[src/rtl/battleship_pkg.sv]
// rtl/battleship_pkg.sv - shared types, ship table and display constants for the shot scorer
package battleship_pkg;

  typedef enum logic [2:0] {S_IDLE, S_CHECK, S_SCAN, S_REPORT, S_OVER} state_t;

  typedef enum logic [2:0] {
    SHIP_NONE, SHIP_CARRIER, SHIP_BATTLESHIP, SHIP_CRUISER,
    SHIP_SUBMARINE, SHIP_PATROL1, SHIP_PATROL2
  } ship_t;

  localparam int NUM_SHIP_CELLS = 19;

  localparam logic [4:0] CODE_NONE       = 5'b00000;
  localparam logic [4:0] CODE_CARRIER    = 5'b10000;
  localparam logic [4:0] CODE_BATTLESHIP = 5'b01000;
  localparam logic [4:0] CODE_CRUISER    = 5'b00100;
  localparam logic [4:0] CODE_SUBMARINE  = 5'b00010;
  localparam logic [4:0] CODE_PATROL     = 5'b00001;

  typedef struct packed {
    logic [3:0] x;
    logic [3:0] y;
    ship_t      ship;
  } ship_cell_t;

  localparam ship_cell_t SHIP_CELLS [NUM_SHIP_CELLS] = '{
    '{4'd2, 4'd3, SHIP_CARRIER}, '{4'd3, 4'd3, SHIP_CARRIER}, '{4'd4, 4'd3, SHIP_CARRIER},
    '{4'd5, 4'd3, SHIP_CARRIER}, '{4'd6, 4'd3, SHIP_CARRIER},
    '{4'd1, 4'd2, SHIP_BATTLESHIP}, '{4'd2, 4'd2, SHIP_BATTLESHIP},
    '{4'd3, 4'd2, SHIP_BATTLESHIP}, '{4'd4, 4'd2, SHIP_BATTLESHIP},
    '{4'd2, 4'd1, SHIP_CRUISER}, '{4'd3, 4'd1, SHIP_CRUISER}, '{4'd4, 4'd1, SHIP_CRUISER},
    '{4'd2, 4'd8, SHIP_SUBMARINE}, '{4'd2, 4'd9, SHIP_SUBMARINE}, '{4'd2, 4'd10, SHIP_SUBMARINE},
    '{4'd7, 4'd6, SHIP_PATROL1}, '{4'd8, 4'd6, SHIP_PATROL1},
    '{4'd9, 4'd1, SHIP_PATROL2}, '{4'd10, 4'd1, SHIP_PATROL2}
  };

  // Active-low segments, bit order gfedcba.
  localparam logic [6:0] SEG_0 = 7'b100_0000;
  localparam logic [6:0] SEG_1 = 7'b111_1001;
  localparam logic [6:0] SEG_2 = 7'b010_0100;
  localparam logic [6:0] SEG_3 = 7'b011_0000;
  localparam logic [6:0] SEG_4 = 7'b001_1001;
  localparam logic [6:0] SEG_5 = 7'b001_0010;
  localparam logic [6:0] SEG_6 = 7'b000_0010;
  localparam logic [6:0] SEG_7 = 7'b111_1000;
  localparam logic [6:0] SEG_8 = 7'b000_0000;
  localparam logic [6:0] SEG_9 = 7'b001_0000;

  function automatic ship_t ship_at(input int x, input int y);
    ship_t s;
    s = SHIP_NONE;
    for (int i = 0; i < NUM_SHIP_CELLS; i++)
      if (int'(SHIP_CELLS[i].x) == x && int'(SHIP_CELLS[i].y) == y) s = SHIP_CELLS[i].ship;
    return s;
  endfunction

  function automatic logic [4:0] ship_code(input ship_t s);
    case (s)
      SHIP_CARRIER:               return CODE_CARRIER;
      SHIP_BATTLESHIP:            return CODE_BATTLESHIP;
      SHIP_CRUISER:               return CODE_CRUISER;
      SHIP_SUBMARINE:             return CODE_SUBMARINE;
      SHIP_PATROL1, SHIP_PATROL2: return CODE_PATROL;
      default:                    return CODE_NONE;
    endcase
  endfunction

  function automatic logic [6:0] seg7(input logic [4:0] total);
    logic [4:0] d;
    d = (total >= 5'd10) ? total - 5'd10 : total;
    case (d)
      5'd0: return SEG_0;
      5'd1: return SEG_1;
      5'd2: return SEG_2;
      5'd3: return SEG_3;
      5'd4: return SEG_4;
      5'd5: return SEG_5;
      5'd6: return SEG_6;
      5'd7: return SEG_7;
      5'd8: return SEG_8;
      default: return SEG_9;
    endcase
  endfunction

endpackage

[src/rtl/battleship_cell_classifier.sv]
// rtl/battleship_cell_classifier.sv - combinational ship / near-miss lookup for one board cell
module battleship_cell_classifier
  import battleship_pkg::*;
(
  input  logic [3:0] i_x,
  input  logic [3:0] i_y,
  output logic       o_is_ship,
  output logic       o_is_near,
  output ship_t      o_ship
);

  int w_x, w_y;

  always_comb begin
    w_x       = int'(i_x);
    w_y       = int'(i_y);
    o_ship    = ship_at(w_x, w_y);
    o_is_ship = (o_ship != SHIP_NONE);
    // Near means empty water sharing an edge with any ship cell.
    o_is_near = !o_is_ship &&
                ((ship_at(w_x - 1, w_y) != SHIP_NONE) || (ship_at(w_x + 1, w_y) != SHIP_NONE) ||
                 (ship_at(w_x, w_y - 1) != SHIP_NONE) || (ship_at(w_x, w_y + 1) != SHIP_NONE));
  end

endmodule

[src/rtl/battleship_shot_scorer.sv]
// rtl/battleship_shot_scorer.sv - sequential Battleship shot scorer; optional ShipsSunk via BATTLESHIP_SUNK_REPORT_EN
module battleship_shot_scorer
  import battleship_pkg::*;
#(
  parameter int GRID_N    = 10,
  parameter int BIG_BOMBS = 2
) (
  input  logic       clock,
  input  logic       reset,
  input  logic [3:0] X,
  input  logic [3:0] Y,
  input  logic       Big,
  input  logic       ScoreThis,
  output logic       ready,
  output logic       done,
  output logic       Hit,
  output logic       NearMiss,
  output logic       Miss,
  output logic       SomethingIsWrong,
  output logic [4:0] TotalHits,
  output logic [4:0] BiggestShipHit,
  output logic [1:0] BigLeft,
  output logic [6:0] numHits,
  output logic       GameOver
`ifdef BATTLESHIP_SUNK_REPORT_EN
  ,
  output logic [5:0] ShipsSunk
`endif
);

  localparam logic [3:0] GRID_MAX  = 4'(GRID_N);
  localparam logic [4:0] GRID_MAX5 = 5'(GRID_N);
  localparam logic [4:0] ALL_HITS  = 5'(NUM_SHIP_CELLS);

  state_t       r_state, w_next;
  logic [3:0]   r_x, r_y;
  logic         r_big;
  logic [1:0]   r_col, r_row;
  logic [255:0] r_hit_map;
  logic         r_new_hit, r_near, r_wrong;
  logic [4:0]   r_work_total, r_work_biggest;

  logic [4:0]   w_sx, w_sy, w_code;
  logic [7:0]   w_map_idx;
  logic         w_on_grid, w_shot_valid, w_scan_last, w_is_ship, w_is_near;
  ship_t        w_ship;

  // Scan cell is centre + (col-1, row-1); five bits so the +1 edge never wraps.
  assign w_sx         = {1'b0, r_x} + {3'b000, r_col} - 5'd1;
  assign w_sy         = {1'b0, r_y} + {3'b000, r_row} - 5'd1;
  assign w_on_grid    = (w_sx != 5'd0) && (w_sx <= GRID_MAX5) && (w_sy != 5'd0) && (w_sy <= GRID_MAX5);
  assign w_map_idx    = {w_sy[3:0], w_sx[3:0]};
  assign w_shot_valid = (r_x != 4'd0) && (r_x <= GRID_MAX) && (r_y != 4'd0) && (r_y <= GRID_MAX) &&
                        !(r_big && BigLeft == 2'd0);
  assign w_scan_last  = !r_big || (r_col == 2'd2 && r_row == 2'd2);
  assign w_code       = ship_code(w_ship);

  battleship_cell_classifier u_classifier (
    .i_x       (w_sx[3:0]),
    .i_y       (w_sy[3:0]),
    .o_is_ship (w_is_ship),
    .o_is_near (w_is_near),
    .o_ship    (w_ship)
  );

  always_ff @(posedge clock or posedge reset) begin
    if (reset) r_state <= S_IDLE;
    else       r_state <= w_next;
  end

  always_comb begin
    w_next   = r_state;
    ready    = 1'b0;
    GameOver = 1'b0;
    case (r_state)
      S_IDLE: begin
        ready = 1'b1;
        if (ScoreThis) w_next = S_CHECK;
      end
      S_CHECK:  w_next = w_shot_valid ? S_SCAN : S_REPORT;
      S_SCAN:   if (w_scan_last) w_next = S_REPORT;
      S_REPORT: w_next = (r_work_total == ALL_HITS) ? S_OVER : S_IDLE;
      S_OVER:   GameOver = 1'b1;
      default:  w_next = S_IDLE;
    endcase
  end

  always_ff @(posedge clock or posedge reset) begin
    if (reset) begin
      r_x <= '0; r_y <= '0; r_big <= 1'b0; r_col <= '0; r_row <= '0;
      r_hit_map <= '0;
      r_new_hit <= 1'b0; r_near <= 1'b0; r_wrong <= 1'b0;
      r_work_total <= '0; r_work_biggest <= '0;
      done <= 1'b0; Hit <= 1'b0; NearMiss <= 1'b0; Miss <= 1'b0; SomethingIsWrong <= 1'b0;
      TotalHits <= '0; BiggestShipHit <= CODE_NONE; BigLeft <= 2'(BIG_BOMBS); numHits <= SEG_0;
    end else begin
      done <= 1'b0;
      case (r_state)
        S_IDLE: if (ScoreThis) begin
          r_x <= X; r_y <= Y; r_big <= Big;
        end
        S_CHECK: begin
          r_new_hit      <= 1'b0;
          r_near         <= 1'b0;
          r_wrong        <= !w_shot_valid;
          r_col          <= r_big ? 2'd0 : 2'd1;
          r_row          <= r_big ? 2'd0 : 2'd1;
          r_work_total   <= TotalHits;
          r_work_biggest <= BiggestShipHit;
        end
        S_SCAN: begin
          if (w_on_grid) begin
            if (w_is_ship) begin
              if (!r_hit_map[w_map_idx]) begin
                r_hit_map[w_map_idx] <= 1'b1;
                r_new_hit <= 1'b1;
                if (r_work_total != ALL_HITS) r_work_total <= r_work_total + 5'd1;
                if (w_code > r_work_biggest) r_work_biggest <= w_code;
              end
            end else if (w_is_near) begin
              r_near <= 1'b1;
            end
          end
          if (r_col == 2'd2) begin
            r_col <= 2'd0;
            r_row <= r_row + 2'd1;
          end else begin
            r_col <= r_col + 2'd1;
          end
        end
        S_REPORT: begin
          done             <= 1'b1;
          SomethingIsWrong <= r_wrong;
          Hit              <= !r_wrong && r_new_hit;
          NearMiss         <= !r_wrong && !r_new_hit && r_near;
          Miss             <= !r_wrong && !r_new_hit && !r_near;
          TotalHits        <= r_work_total;
          BiggestShipHit   <= r_work_biggest;
          numHits          <= seg7(r_work_total);
          if (!r_wrong && r_big) BigLeft <= BigLeft - 2'd1;
        end
        default: ;
      endcase
    end
  end

`ifdef BATTLESHIP_SUNK_REPORT_EN
  logic [5:0] w_sunk;

  always_comb begin
    w_sunk = 6'b111111;
    for (int i = 0; i < NUM_SHIP_CELLS; i++)
      if (!r_hit_map[{SHIP_CELLS[i].y, SHIP_CELLS[i].x}]) w_sunk[6 - int'(SHIP_CELLS[i].ship)] = 1'b0;
  end

  always_ff @(posedge clock or posedge reset) begin
    if (reset)                      ShipsSunk <= '0;
    else if (r_state == S_REPORT)   ShipsSunk <= ShipsSunk | w_sunk;
  end
`endif

endmodule

[config.mk]
export PLATFORM = sky130hd
export DESIGN_NAME = battleship_shot_scorer
export DESIGN_NICKNAME = d
export VERILOG_FILES = /design/src/rtl/battleship_pkg.sv /design/src/rtl/battleship_cell_classifier.sv /design/src/rtl/battleship_shot_scorer.sv
export SDC_FILE = /design/constraint.sdc
export NUM_CORES = 1
export LEC_CHECK = 0
export CORE_UTILIZATION = 35
export CTS_BUF_LIST = sky130_fd_sc_hd__clkbuf_8
export CTS_CLUSTER_SIZE = 10
export DETAILED_ROUTE_END_ITERATION = 12
export DONT_BUFFER_PORTS = 1
export GPL_ROUTABILITY_DRIVEN = 0
export GPL_TIMING_DRIVEN = 0
export PLACE_DENSITY = 0.57
export SLEW_MARGIN = 20
export SYNTH_ARGS = -nofsm -noshare
export SYNTH_HDL_FRONTEND = slang
export SYNTH_SLANG_ARGS = --single-unit
[constraint.sdc]
create_clock -name clock -period 9.54 [get_ports clock]
set_clock_uncertainty 0.2 [all_clocks]
set_input_delay 1.431 -clock clock [delete_from_list [all_inputs] [get_ports clock]]
set_output_delay 1.431 -clock clock [all_outputs]
set_load 0.02 [all_outputs]
After elaboration in Yosys (flattened, before gate mapping)
Memory sizes are Yosys's and may differ from the RTL's.
Index checks and enable logic that the tools add are counted.
{"block": "op_classes", "n_mux": 133, "addsub": 13, "eq_ne": 75, "bitwise": 3, "magnitude_cmp": 8, "reduce_logical": 144}
{"operator": "5-bit by 32-bit == test with 1-bit output (first input constant)", "n": 12}
{"operator": "4-bit by 32-bit == test with 1-bit output (first input constant)", "n": 10}
{"operator": "3-bit by 32-bit == test with 1-bit output (first input constant)", "n": 8}
{"operator": "256-bit OR", "n": 1}
{"operator": "2-bit by 32-bit == test with 1-bit output (first input constant)", "n": 4}
{"operator": "3-bit two-way mux", "n": 38}
{"operator": "1-bit logical AND", "n": 111}
{"operator": "2-bit two-way mux", "n": 37}
{"operator": "5-bit two-way mux", "n": 9}
{"operator": "4-bit == test (first input constant)", "n": 11}
{"operator": "1-bit two-way mux", "n": 38}
{"operator": "5-bit case mux with 5 select lines", "n": 1}
{"operator": "5-bit case mux with 2 select lines", "n": 2}
{"operator": "3-bit by 4-bit == test with 1-bit output (first input constant)", "n": 4}
{"operator": "2-bit inequality test (second input constant)", "n": 8}
{"operator": "3-bit case mux with 5 select lines", "n": 1}
{"operator": "3-bit nonzero test", "n": 5}
{"operator": "3-bit by 2-bit == test with 1-bit output (second input constant)", "n": 4}
{"operator": "3-bit == test (second input constant)", "n": 4}
{"operator": "4-bit AND reduction", "n": 3}
{"operator": "4-bit by 1-bit adder with 5-bit output (second input constant)", "n": 2}
{"operator": "4-bit by 2-bit adder with 5-bit output", "n": 2}
{"operator": "5-bit by 4-bit less-or-equal comparator with 1-bit output (second input constant)", "n": 2}
{"operator": "5-bit AND reduction", "n": 2}
{"operator": "other kinds (33)", "n": 57}
{"block": "totals", "regBits": 309, "mem_count": 1, "output_inout_bits": 26, "romBits": 112}
{"memory": "(name not given)", "words": 16, "word_bits": 7, "rd": 1, "rd_ports_with_merged_regs": 0, "write_ports": 0, "line_no": "battleship_pkg.sv:71", "text": "case (d)"}

Depth between registers and ports, before layout
Gate-level depths: netlist of run 1.
{"block": "logic_depth", "ltp_word": 33, "mapped_depth": 21}

Hierarchy
From an unflattened synthesis of run 1, not the netlist that was laid out.
{"block": "unflattened", "hier_cells": 1235, "hier_area_um2": 14352.5}
{"mod": "battleship_shot_scorer", "instances": 1, "seq_area_each_um2": 7734.9, "area_each_um2": 13615.6, "cells_per_inst": 1112}
{"mod": "battleship_cell_classifier", "instances": 1, "seq_area_each_um2": 0.0, "area_each_um2": 737.0, "cells_per_inst": 123}

Worst setup path after synthesis of run 1
OpenSTA, ideal clock, no wires.
{"block": "synth_timing", "kind": "reg2reg", "start": "register r_x[1]", "end": "register r_work_biggest[3]", "t_arrival_ps": 3844, "required_ps": 9246, "period_less_slack_ps": 4138, "setup_ps": 94, "path_slack_ps": 5402, "path_stages_with_launch": 19, "n_path_buf": 3, "path_cell_list": "dfrtp_1 inv_1 ha_1 inv_1 ha_1 fa_1 buf_2 buf_1 clkbuf_1 nor2_1 a31oi_1 ha_1 nand2_1 o22ai_1 a21oi_1 nand2b_1 a21boi_0 o32ai_1 a211oi_1"}
{"block": "synth_between", "elab_chain_len": 31}
{"item": "start, declared", "line_no": "battleship_shot_scorer.sv:36", "text": "logic [3:0] r_x, r_y;"}
{"item": "start signal, assigned", "line_no": "battleship_shot_scorer.sv:90", "text": "r_x <= '0; r_y <= '0; r_big <= 1'b0; r_col <= '0; r_row <= '0;"}
{"item": "start signal, assigned", "line_no": "battleship_shot_scorer.sv:100", "text": "r_x <= X; r_y <= Y; r_big <= Big;"}
{"item": "4-bit by 2-bit adder with 5-bit output (*)", "line_no": "battleship_shot_scorer.sv:49", "text": "assign w_sx = {1'b0, r_x} + {3'b000, r_col} - 5'd1;"}
{"item": "5-bit by 1-bit subtractor with 5-bit output (*)", "line_no": "battleship_shot_scorer.sv:49"}
{"item": "parallel branches: the longest is 29 deep, another holds 3-bit by 4-bit == test with 1-bit output"}
{"item": "end signal, assigned", "line_no": "battleship_shot_scorer.sv:109", "text": "r_work_biggest <= BiggestShipHit;"}
{"item": "end signal, assigned", "line_no": "battleship_shot_scorer.sv:118", "text": "if (w_code > r_work_biggest) r_work_biggest <= w_code;"}
{"item": "end, declared", "line_no": "battleship_shot_scorer.sv:41", "text": "logic [4:0] r_work_total, r_work_biggest;"}
Mark *: on every way between the ends. The select of a mux whose other input is x is not followed.
A chain may end at the register's enable or synchronous reset.

Final worst setup path of run 1
{"block": "layout_timing", "start": "register r_col[1]", "end": "register r_work_biggest[4]"}
{"block": "layout_between", "elab_chain_len": 31}
{"item": "start, declared", "line_no": "battleship_shot_scorer.sv:38", "text": "logic [1:0] r_col, r_row;"}
{"item": "start signal, assigned", "line_no": "battleship_shot_scorer.sv:106", "text": "r_col <= r_big ? 2'd0 : 2'd1;"}
{"item": "start signal, assigned", "line_no": "battleship_shot_scorer.sv:128", "text": "r_col <= r_col + 2'd1;"}
{"item": "4-bit by 2-bit adder with 5-bit output (*)", "line_no": "battleship_shot_scorer.sv:49"}
{"item": "5-bit by 1-bit subtractor with 5-bit output (*)", "line_no": "battleship_shot_scorer.sv:49"}
{"item": "parallel branches: the longest is 29 deep, another holds 3-bit by 4-bit == test with 1-bit output"}
Marked as above.

==> results of run 1 <==
==> synthesized netlist by cell type, types with 13 or more instances <==
cell	number	area [um^2]
sky130_fd_sc_hd__mux4_1	24	631
sky130_fd_sc_hd__o21ai_0	39	195
sky130_fd_sc_hd__nand3_1	22	110
sky130_fd_sc_hd__ha_1	31	388
sky130_fd_sc_hd__nor2_1	42	158
sky130_fd_sc_hd__nand2_1	85	319
sky130_fd_sc_hd__mux2i_1	16	160
sky130_fd_sc_hd__dfrtp_1	307	7680
sky130_fd_sc_hd__mux4_2	44	991
sky130_fd_sc_hd__a21oi_1	27	135
sky130_fd_sc_hd__clkbuf_1	260	976
sky130_fd_sc_hd__nor3_1	13	65.1
sky130_fd_sc_hd__inv_1	38	143
==> cell usage in the layout, fill, tap and decap left out, types with 4 or more instances in the layout <==
master	Yosys	layout
sky130_fd_sc_hd__a2111oi_0	4	4
sky130_fd_sc_hd__a21o_1	4	4
sky130_fd_sc_hd__a21oi_1	27	27
sky130_fd_sc_hd__a22oi_1	4	4
sky130_fd_sc_hd__a2bb2oi_1	4	4
sky130_fd_sc_hd__a31o_1	12	12
sky130_fd_sc_hd__a31oi_1	10	10
sky130_fd_sc_hd__a41o_1	6	6
sky130_fd_sc_hd__and3_1	5	5
sky130_fd_sc_hd__buf_12	3	11
sky130_fd_sc_hd__buf_4	6	6
sky130_fd_sc_hd__buf_6	12	12
sky130_fd_sc_hd__clkbuf_1	260	260
sky130_fd_sc_hd__clkbuf_8	1	63
sky130_fd_sc_hd__clkinv_2	0	6
sky130_fd_sc_hd__dfrtp_1	307	307
sky130_fd_sc_hd__ha_1	31	31
sky130_fd_sc_hd__inv_1	38	61
sky130_fd_sc_hd__mux2i_1	16	16
sky130_fd_sc_hd__mux4_1	24	24
sky130_fd_sc_hd__mux4_2	44	44
sky130_fd_sc_hd__nand2_1	85	85
sky130_fd_sc_hd__nand2b_1	11	11
sky130_fd_sc_hd__nand3_1	22	22
sky130_fd_sc_hd__nand4_1	4	4
sky130_fd_sc_hd__nor2_1	42	42
sky130_fd_sc_hd__nor2b_1	5	5
sky130_fd_sc_hd__nor3_1	13	13
sky130_fd_sc_hd__o21a_1	4	4
sky130_fd_sc_hd__o21ai_0	39	39
sky130_fd_sc_hd__o221ai_1	7	7
sky130_fd_sc_hd__o22ai_1	7	7
sky130_fd_sc_hd__xnor2_1	7	7
==> sequential cells by signal, indices dropped and copies added, names as in the netlist, 2 cells and up <==
| signal | flops |
|---|---|
| r_hit_map | 256 |
| numHits | 7 |
| BiggestShipHit | 5 |
| TotalHits | 5 |
| r_work_biggest | 5 |
| r_work_total | 5 |
| r_x | 4 |
| r_y | 4 |
| r_state | 3 |
| BigLeft | 2 |
| r_col | 2 |
| r_row | 2 |
==> how the worst max path moves through the flow <==
| stage | endpoint | cells after the start | start |
|---|---|---|---|
| after detailed placement | r_work_biggest[3] | 18 | r_col[1] |
| after global routing | r_work_biggest[4] | 18 | r_col[1] |
| after CTS | r_work_biggest[4] | 18 | r_col[1] |
| after floorplan | BigLeft[0] | 1 | reset |
| final | r_work_biggest[4] | 18 | r_col[1] |
| after global placement | r_x[2] | 1 | reset |
==> through the flow <==
step / utilization [%] / hold slack, ns / instance area [um^2] / setup WS [ns]
after floorplan: - / 0.220 / 13800 / 3.80
after global placement: 37.2 / 0.232 / 14400 / 2.29
after detailed placement: 37.8 / 0.240 / 14600 / 4.35
after CTS: 40.4 / 0.254 / 15700 / 4.28
final: 40.4 / 0.248 / 15700 / 4.30
after global routing: 40.4 / 0.260 / 15700 / 3.90
==> layout make-up <==
class                      count  area [um^2]  share of cell area [%]
clock inverter                33          175                    1.12
buffer                       286         1250                    7.97
timing repair buffer          10          215                    1.37
multi-input combinational    519         4640                    29.6
tap                          518          648                    4.14
inverter                      39          150                   0.959
clock buffer                  62          853                    5.45
sequential                   309         7730                    49.4
==> layer usage <==
layer | track usage, % | share of wire [%] | vias to the layer above
met3 | 2.93 | 5.1 | 60
met5 | 0 | 0 | -
met4 | 5.23 | 2.6 | 0
met1 | 20.8 | 45 | 4432
met2 | 24.6 | 48 | 227
li1 | - | - | 4009
==> critical path, cell delays in order (launching register included) <==
cell	delay [ns]
sky130_fd_sc_hd__dfrtp_1	0.33
sky130_fd_sc_hd__inv_1	0.08
sky130_fd_sc_hd__ha_1	0.28
sky130_fd_sc_hd__inv_1	0.04
sky130_fd_sc_hd__ha_1	0.21
sky130_fd_sc_hd__fa_1	0.53
sky130_fd_sc_hd__buf_2	0.28
sky130_fd_sc_hd__buf_1	0.44
sky130_fd_sc_hd__clkbuf_1	0.44
sky130_fd_sc_hd__nor2_1	0.21
sky130_fd_sc_hd__a31oi_1	0.56
sky130_fd_sc_hd__ha_1	0.36
sky130_fd_sc_hd__nand2_1	0.06
sky130_fd_sc_hd__o22ai_1	0.07
sky130_fd_sc_hd__a21oi_1	0.16
sky130_fd_sc_hd__nand2b_1	0.28
sky130_fd_sc_hd__a21boi_0	0.29
sky130_fd_sc_hd__o21ai_0	0.11
sky130_fd_sc_hd__a211oi_1	0.17
==> cells by family (layout without fill, tap and decap cells) <==
logic type / count (synthesis) / count (layout) / share of synthesized area [%]
AOI/OAI and AO/OA: 180 / 180 / 9.40
DFF: 309 / 309 / 56.2
xor gates and xnor gates: 9 / 9 / 0.627
and+or+nand+nor: 211 / 211 / 7.44
muxes: 86 / 86 / 13.1
buffers and inverters: 325 / 430 / 10.1
adders and majority gates: 33 / 33 / 3.11
==> key figures, run 1 <==
Outcome
  – Result of the run: completed

Critical path
  – Setup crit start kind: flip-flop
  – Reg2reg start: r_col[1]
  – Worst Setup End Kind: flip-flop
  – Arrival time at the worst endpoint: 5.50 ns
  – Required time of the critical path: 9.80 ns
  – CP Class: flip-flop to flip-flop
  – Reg-to-reg critical path endpoint: r_work_biggest[4]
  – Worst-case reg-to-reg path depth: 18
  – FF-to-FF setup slack: 4.30 ns
  – Maximum fanout encountered on the critical timing path: 10

Floorplanning
  – # rows: 72
  – Die Outline Area: 40100 um^2
  – Core Region: 38700 um^2
  – Die width: 200 um
  – Initial standard-cell utilization of the core: 35.5%
  – # IOs: 38
  – Height of the die: 200 um

Layout
  – Share of layout cells above drive strength 1: 13.9%
  – Filler instances: 3695
  – # nets final: 1262
  – # diodes: 0
  – Final cell count without fillers: 1776
  – Area overhead of the layout relative to synthesis: 13.8%

Global route
  – Global-route wire length before repair: 49600 um
  – Number of global-route vias before repair: 9113
  – Overall track demand over capacity in global routing: 15.3%
  – Number of antenna violations at the first check in global routing: 0
  – Total global routing overflow: 0
  – Maximum number of pins on one net before global-route repair: 36

Route
  – Average via count per standard cell: 4.91
  – Number of nets still failing antenna checks after routing: 0
  – Routed wire per std cell: 16.7 um
  – 1st-iter DRT viols: 409
  – Drt pass-1 iters: 6
  – DRC violation count after routing: 0
  – Wire length after detailed routing: 29600 um
  – Total vias in the final route: 8728

Timing
  – Setup repair after global routing missed its margin: false
  – Setup tns final: 0 ns
  – Achievable frequency: 191 MHz
  – Worst-case headroom to the max-slew limit: 36.8%
  – Hold Violations, Final: 0
  – Final Cycle Share: 54.9%
  – Worst Tran Pin Value: 0.945 ns
  – Final-report setup violation count: 0
  – Final Critical Period: 5.24 ns
  – Number of pins exceeding their max-slew limit in the final report: 0

Min path
  – Number of cells on the worst hold path: 1
  – Hold EP: r_hit_map[44]
  – Worst hold path startpoint: r_hit_map[44]
  – Worst min path class: flip-flop to flip-flop

CTS
  – Post-CTS repair timing setup buffer count: 0
  – Sink count of the clock tree: 309
  – Clock buffers created by TritonCTS: 52
  – Post-CTS clock slew at the launch and capture registers of the worst setup and hold paths: 0.06 ns
  – H-tree depth: 2
  – TritonCTS clock tree: yes
  – Quantity of gates resized following cts: 0
  – Clock Root Buffer: sky130_fd_sc_hd__clkbuf_8
  – Buffer depth of the longest clock path: 3
  – Worst-skew pair later-pin latency: 0.59 ns
  – # hold bufs at CTS: 0

Synth
  – Cells after Synth: 1153
  – Mapped Nets: 1198
  – Post-synthesis instance area: 13800 um^2
  – Seq/Total Area, Yosys: 56.2%
  – Number of register bits inferred by synthesis: 309
  – Post-synthesis average cell area: 11.9 um^2
  – Number of synthesized flops with an enable pin: 0
  – Ys flop type: sky130_fd_sc_hd__dfrtp_1
  – Synth cell types: 81
  – Yosys warns: 0
  – Fraction of registers with async set/reset: 100%

Run
  – Number of max-capacitance violations reported: 0

Place
  – Total instance count after detailed placement: 1681
  – Sum of net half-perimeters after detailed placement: 21300 um
  – Count of input and output buffers: 0
Power of run 1 is not shown: default switching activity piles up to over one toggle a cycle in this logic, so the estimate is an artifact.
==> run 2, diff against run 1 <==
Settings changed: PLACE_DENSITY 0.57 to 0.55.
Clock period 9.54 ns to 5.5 ns, I/O delays scaled along.
==> run 2 against run 1 <==
Effect of this change: register-to-register slack worse by 3.9 ns; via count is 0.26% higher; sequential cell count did not move; critical path depth unchanged; first-iteration DRC count is 15% higher; critical path type unchanged; highest routed layer unchanged.
==> key figures, run 2 (same netlist as run 1, synthesis figures left out) <==
Outcome
  – Result of the run: completed

Floorplanning
  – # IOs: 38 (unchanged)
  – Die Outline Area: 40100 um^2 (unchanged)
  – Initial standard-cell utilization of the core: 35.5% (unchanged)
  – Core Region: 38700 um^2 (unchanged)
  – Die width: 200 um (unchanged)
  – # rows: 72 (unchanged)
  – Height of the die: 200 um (unchanged)

Route
  – Uppermost metal layer occupied by signal nets: met4
  – Average via count per standard cell: 4.93 (+0.26%)
  – 1st-iter DRT viols: 472 (+15%)
  – Wire length after detailed routing: 29900 um (+0.95%)
  – Metal2 WL: 13800 um (-2.4%)
  – Total vias in the final route: 8751 (+0.26%)
  – Met3 wirelength from detailed routing: 1570 um (+3.8%)
  – Drt pass-1 iters: 5 (-1)
  – Routed wire per std cell: 16.8 um (+0.95%)
  – Number of nets still failing antenna checks after routing: 0 (unchanged)
  – Routed length on met1: 13900 um (+4.7%)
  – DRC violation count after routing: 0 (unchanged)

Timing
  – Worst-case headroom to the max-slew limit: 33.8% (-3.1 points)
  – Achievable frequency: 195 MHz (+2.1%)
  – Final Critical Period: 5.13 ns (-0.108 ns)
  – Final-report setup violation count: 0 (unchanged)
  – Post-route worst setup slack: 0.367 ns (-3.93 ns)
  – Final Cycle Share: 93.3% (+38 points)
  – Number of pins exceeding their max-slew limit in the final report: 0 (unchanged)
  – Hold Violations, Final: 0 (unchanged)
  – Worst Tran Pin Value: 0.991 ns (+0.0458 ns)
  – Setup repair after global routing missed its margin: false

Critical path
  – Arrival time at the worst endpoint: 5.41 ns (-0.09 ns)
  – CP Class: flip-flop to flip-flop
  – Maximum fanout encountered on the critical timing path: 10 (unchanged)
  – CP cell instances: inv_1 -> ha_1 -> inv_1 -> ha_1 -> fa_1 -> buf_2 -> buf_1 -> clkbuf_1 -> nor2_1 -> a31oi_2 -> ha_1 -> nand2_1 -> o22ai_1 -> a21oi_1 -> nand2b_1 -> a21boi_0 -> o21ai_0 -> a211oi_1
  – Reg-to-reg critical path endpoint: r_work_biggest[4]
  – FF-to-FF setup slack: 0.37 ns (-3.93 ns)
  – Setup crit start kind: flip-flop
  – Library cell contributing the largest single delay on the critical path: sky130_fd_sc_hd__fa_1
  – Worst-case reg-to-reg path depth: 18 (unchanged)
  – Worst Setup End Kind: flip-flop
  – Crit path top cell by count: sky130_fd_sc_hd__ha_1
  – Top delay family on crit path: adder cells
  – Required time of the critical path: 5.77 ns (-4.03 ns)
  – Stage delay of the slowest cell on the critical path: 0.54 ns (-0.02 ns)
  – Reg2reg start: r_col[1]
  – Crit path buffers/inverters: 5 (unchanged)

CTS
  – Sink count of the clock tree: 309 (unchanged)
  – Clock buffers created by TritonCTS: 53 (+1.9%)
  – Post-CTS clock slew at the launch and capture registers of the worst setup and hold paths: 0.06 ns (about the same)
  – Clock Root Buffer: sky130_fd_sc_hd__clkbuf_8
  – TritonCTS clock tree: yes
  – Worst-skew pair later-pin latency: 0.61 ns (+0.02 ns)
  – Buffer depth of the longest clock path: 3 (unchanged)
  – H-tree depth: 2 (unchanged)

Layout
  – # nets final: 1266 (+0.32%)
  – Commonest non-fill, non-tap cells in the layout: 307 x sky130_fd_sc_hd__dfrtp_1, 260 x sky130_fd_sc_hd__clkbuf_1, 85 x sky130_fd_sc_hd__nand2_1
  – Max FFs per register: 256 (unchanged)
  – Area overhead of the layout relative to synthesis: 14.2%
  – Largest registers: r_hit_map (256), numHits (7)
  – Share of layout cells above drive strength 1: 13.8% (-0.079 points)
  – Register name with the most flops: r_hit_map
  – Filler instances: 3684 (-0.30%)
  – Core occupancy in the finished layout: 40.6% (+0.15 points)
  – # diodes: 0 (unchanged)
  – Commonest non-fill, non-tap cell in the layout: sky130_fd_sc_hd__dfrtp_1

Run
  – Number of max-capacitance violations reported: 0 (unchanged)

Place
  – Sum of net half-perimeters after detailed placement: 21600 um (+1.2%)
  – Count of input and output buffers: 0 (unchanged)
  – Worst setup slack after placement: 0.265 ns (-4.08 ns)

Global route
  – Total global routing overflow: 0 (unchanged)
  – Global-route wire length before repair: 50100 um (+1.1%)
  – Number of global-route vias before repair: 8995 (-1.3%)
  – Overall track demand over capacity in global routing: 15.6% (+0.24 points)
  – Number of antenna violations at the first check in global routing: 0 (unchanged)
  – Maximum number of pins on one net before global-route repair: 37 (+2.8%)

Min path
  – Number of cells on the worst hold path: 2 (+1)
  – Hold EP: r_x[1]
  – Worst min path class: input port to flip-flop
  – Worst hold path startpoint: X[1]
run 2: worst reg2reg max path: stages, from the launching register on:
cell and delay (ns):
sky130_fd_sc_hd__dfrtp_1 0.33, sky130_fd_sc_hd__inv_1 0.10, sky130_fd_sc_hd__ha_1 0.29, sky130_fd_sc_hd__inv_1 0.04, sky130_fd_sc_hd__ha_1 0.22, sky130_fd_sc_hd__fa_1 0.54
sky130_fd_sc_hd__buf_2 0.30, sky130_fd_sc_hd__buf_1 0.47, sky130_fd_sc_hd__clkbuf_1 0.41, sky130_fd_sc_hd__nor2_1 0.22, sky130_fd_sc_hd__a31oi_2 0.39, sky130_fd_sc_hd__ha_1 0.31
sky130_fd_sc_hd__nand2_1 0.06, sky130_fd_sc_hd__o22ai_1 0.07, sky130_fd_sc_hd__a21oi_1 0.18, sky130_fd_sc_hd__nand2b_1 0.28, sky130_fd_sc_hd__a21boi_0 0.30, sky130_fd_sc_hd__o21ai_0 0.12
sky130_fd_sc_hd__a211oi_1 0.19
run 2: cell type report:
| class | instances | area (um^2) | share of cell area (%) |
|---|---|---|---|
| Clock buffer | 63 | 867 | 5.52 |
| Tap cell | 518 | 648 | 4.12 |
| Timing Repair Buffer | 13 | 303 | 1.93 |
| Buffer | 286 | 1250 | 7.94 |
| Clock inverter | 29 | 128 | 0.812 |
| Multi-Input combinational cell | 519 | 4640 | 29.5 |
| Inverter | 39 | 150 | 0.955 |
| Sequential cell | 309 | 7730 | 49.2 |
run 2: per-stage QoR:
step / instances / setup TNS (ns) / area [um^2] / hold slack, ns
3_3_place_gp: 1671 / -357.69 / 14400 / 0.232
6_report: 1776 / 0 / 15700 / 0.143
3_5_place_dp: 1683 / 0 / 14700 / 0.240
4_1_cts: 1776 / 0 / 15700 / 0.0917
5_1_grt: 1776 / 0 / 15700 / 0.134
2_1_floorplan: 1153 / 0 / 13800 / 0.220
run 2: how the worst max path moves through the flow:
stage / depth (start not counted) / slack (ns) / endpoint / start
finish: 18 / 0.37 / r_work_biggest[4] / r_col[1]
CTS: 18 / 0.18 / r_work_biggest[4] / r_col[1]
detailed placement: 18 / 0.27 / r_work_biggest[3] / r_col[1]
global placement: 1 / -1.21 / r_hit_map[224] / reset
floorplan: 1 / 0.36 / BigLeft[0] / reset
global route: 19 / 0.08 / r_work_biggest[3] / r_y[1]
run 2: routing by layer:
metal	vias up	global-route usage [%]
met5	-	0
met4	0	4.66
met3	68	2.95
met2	242	24.4
met1	4442	21.9
li1	3999	-
run 2: repair_timing:
action | 4_1_cts | 5_1_grt
endpoints found under the setup margin | 0 | 4
endpoints found under the hold margin | 12 | 0
hold buffers | 1 | 0
setup buffers | 0 | 0
gates resized for setup | 0 | 1
Power of run 2 is left out for the same reason.
==> run 3, diff against run 2 <==
Settings changed: SKIP_LAST_GASP set to 1.
==> results of run 3 <==
The final DEF is identical to that of run 2; final timing and power are the same.
Power of run 3 is left out for the same reason.
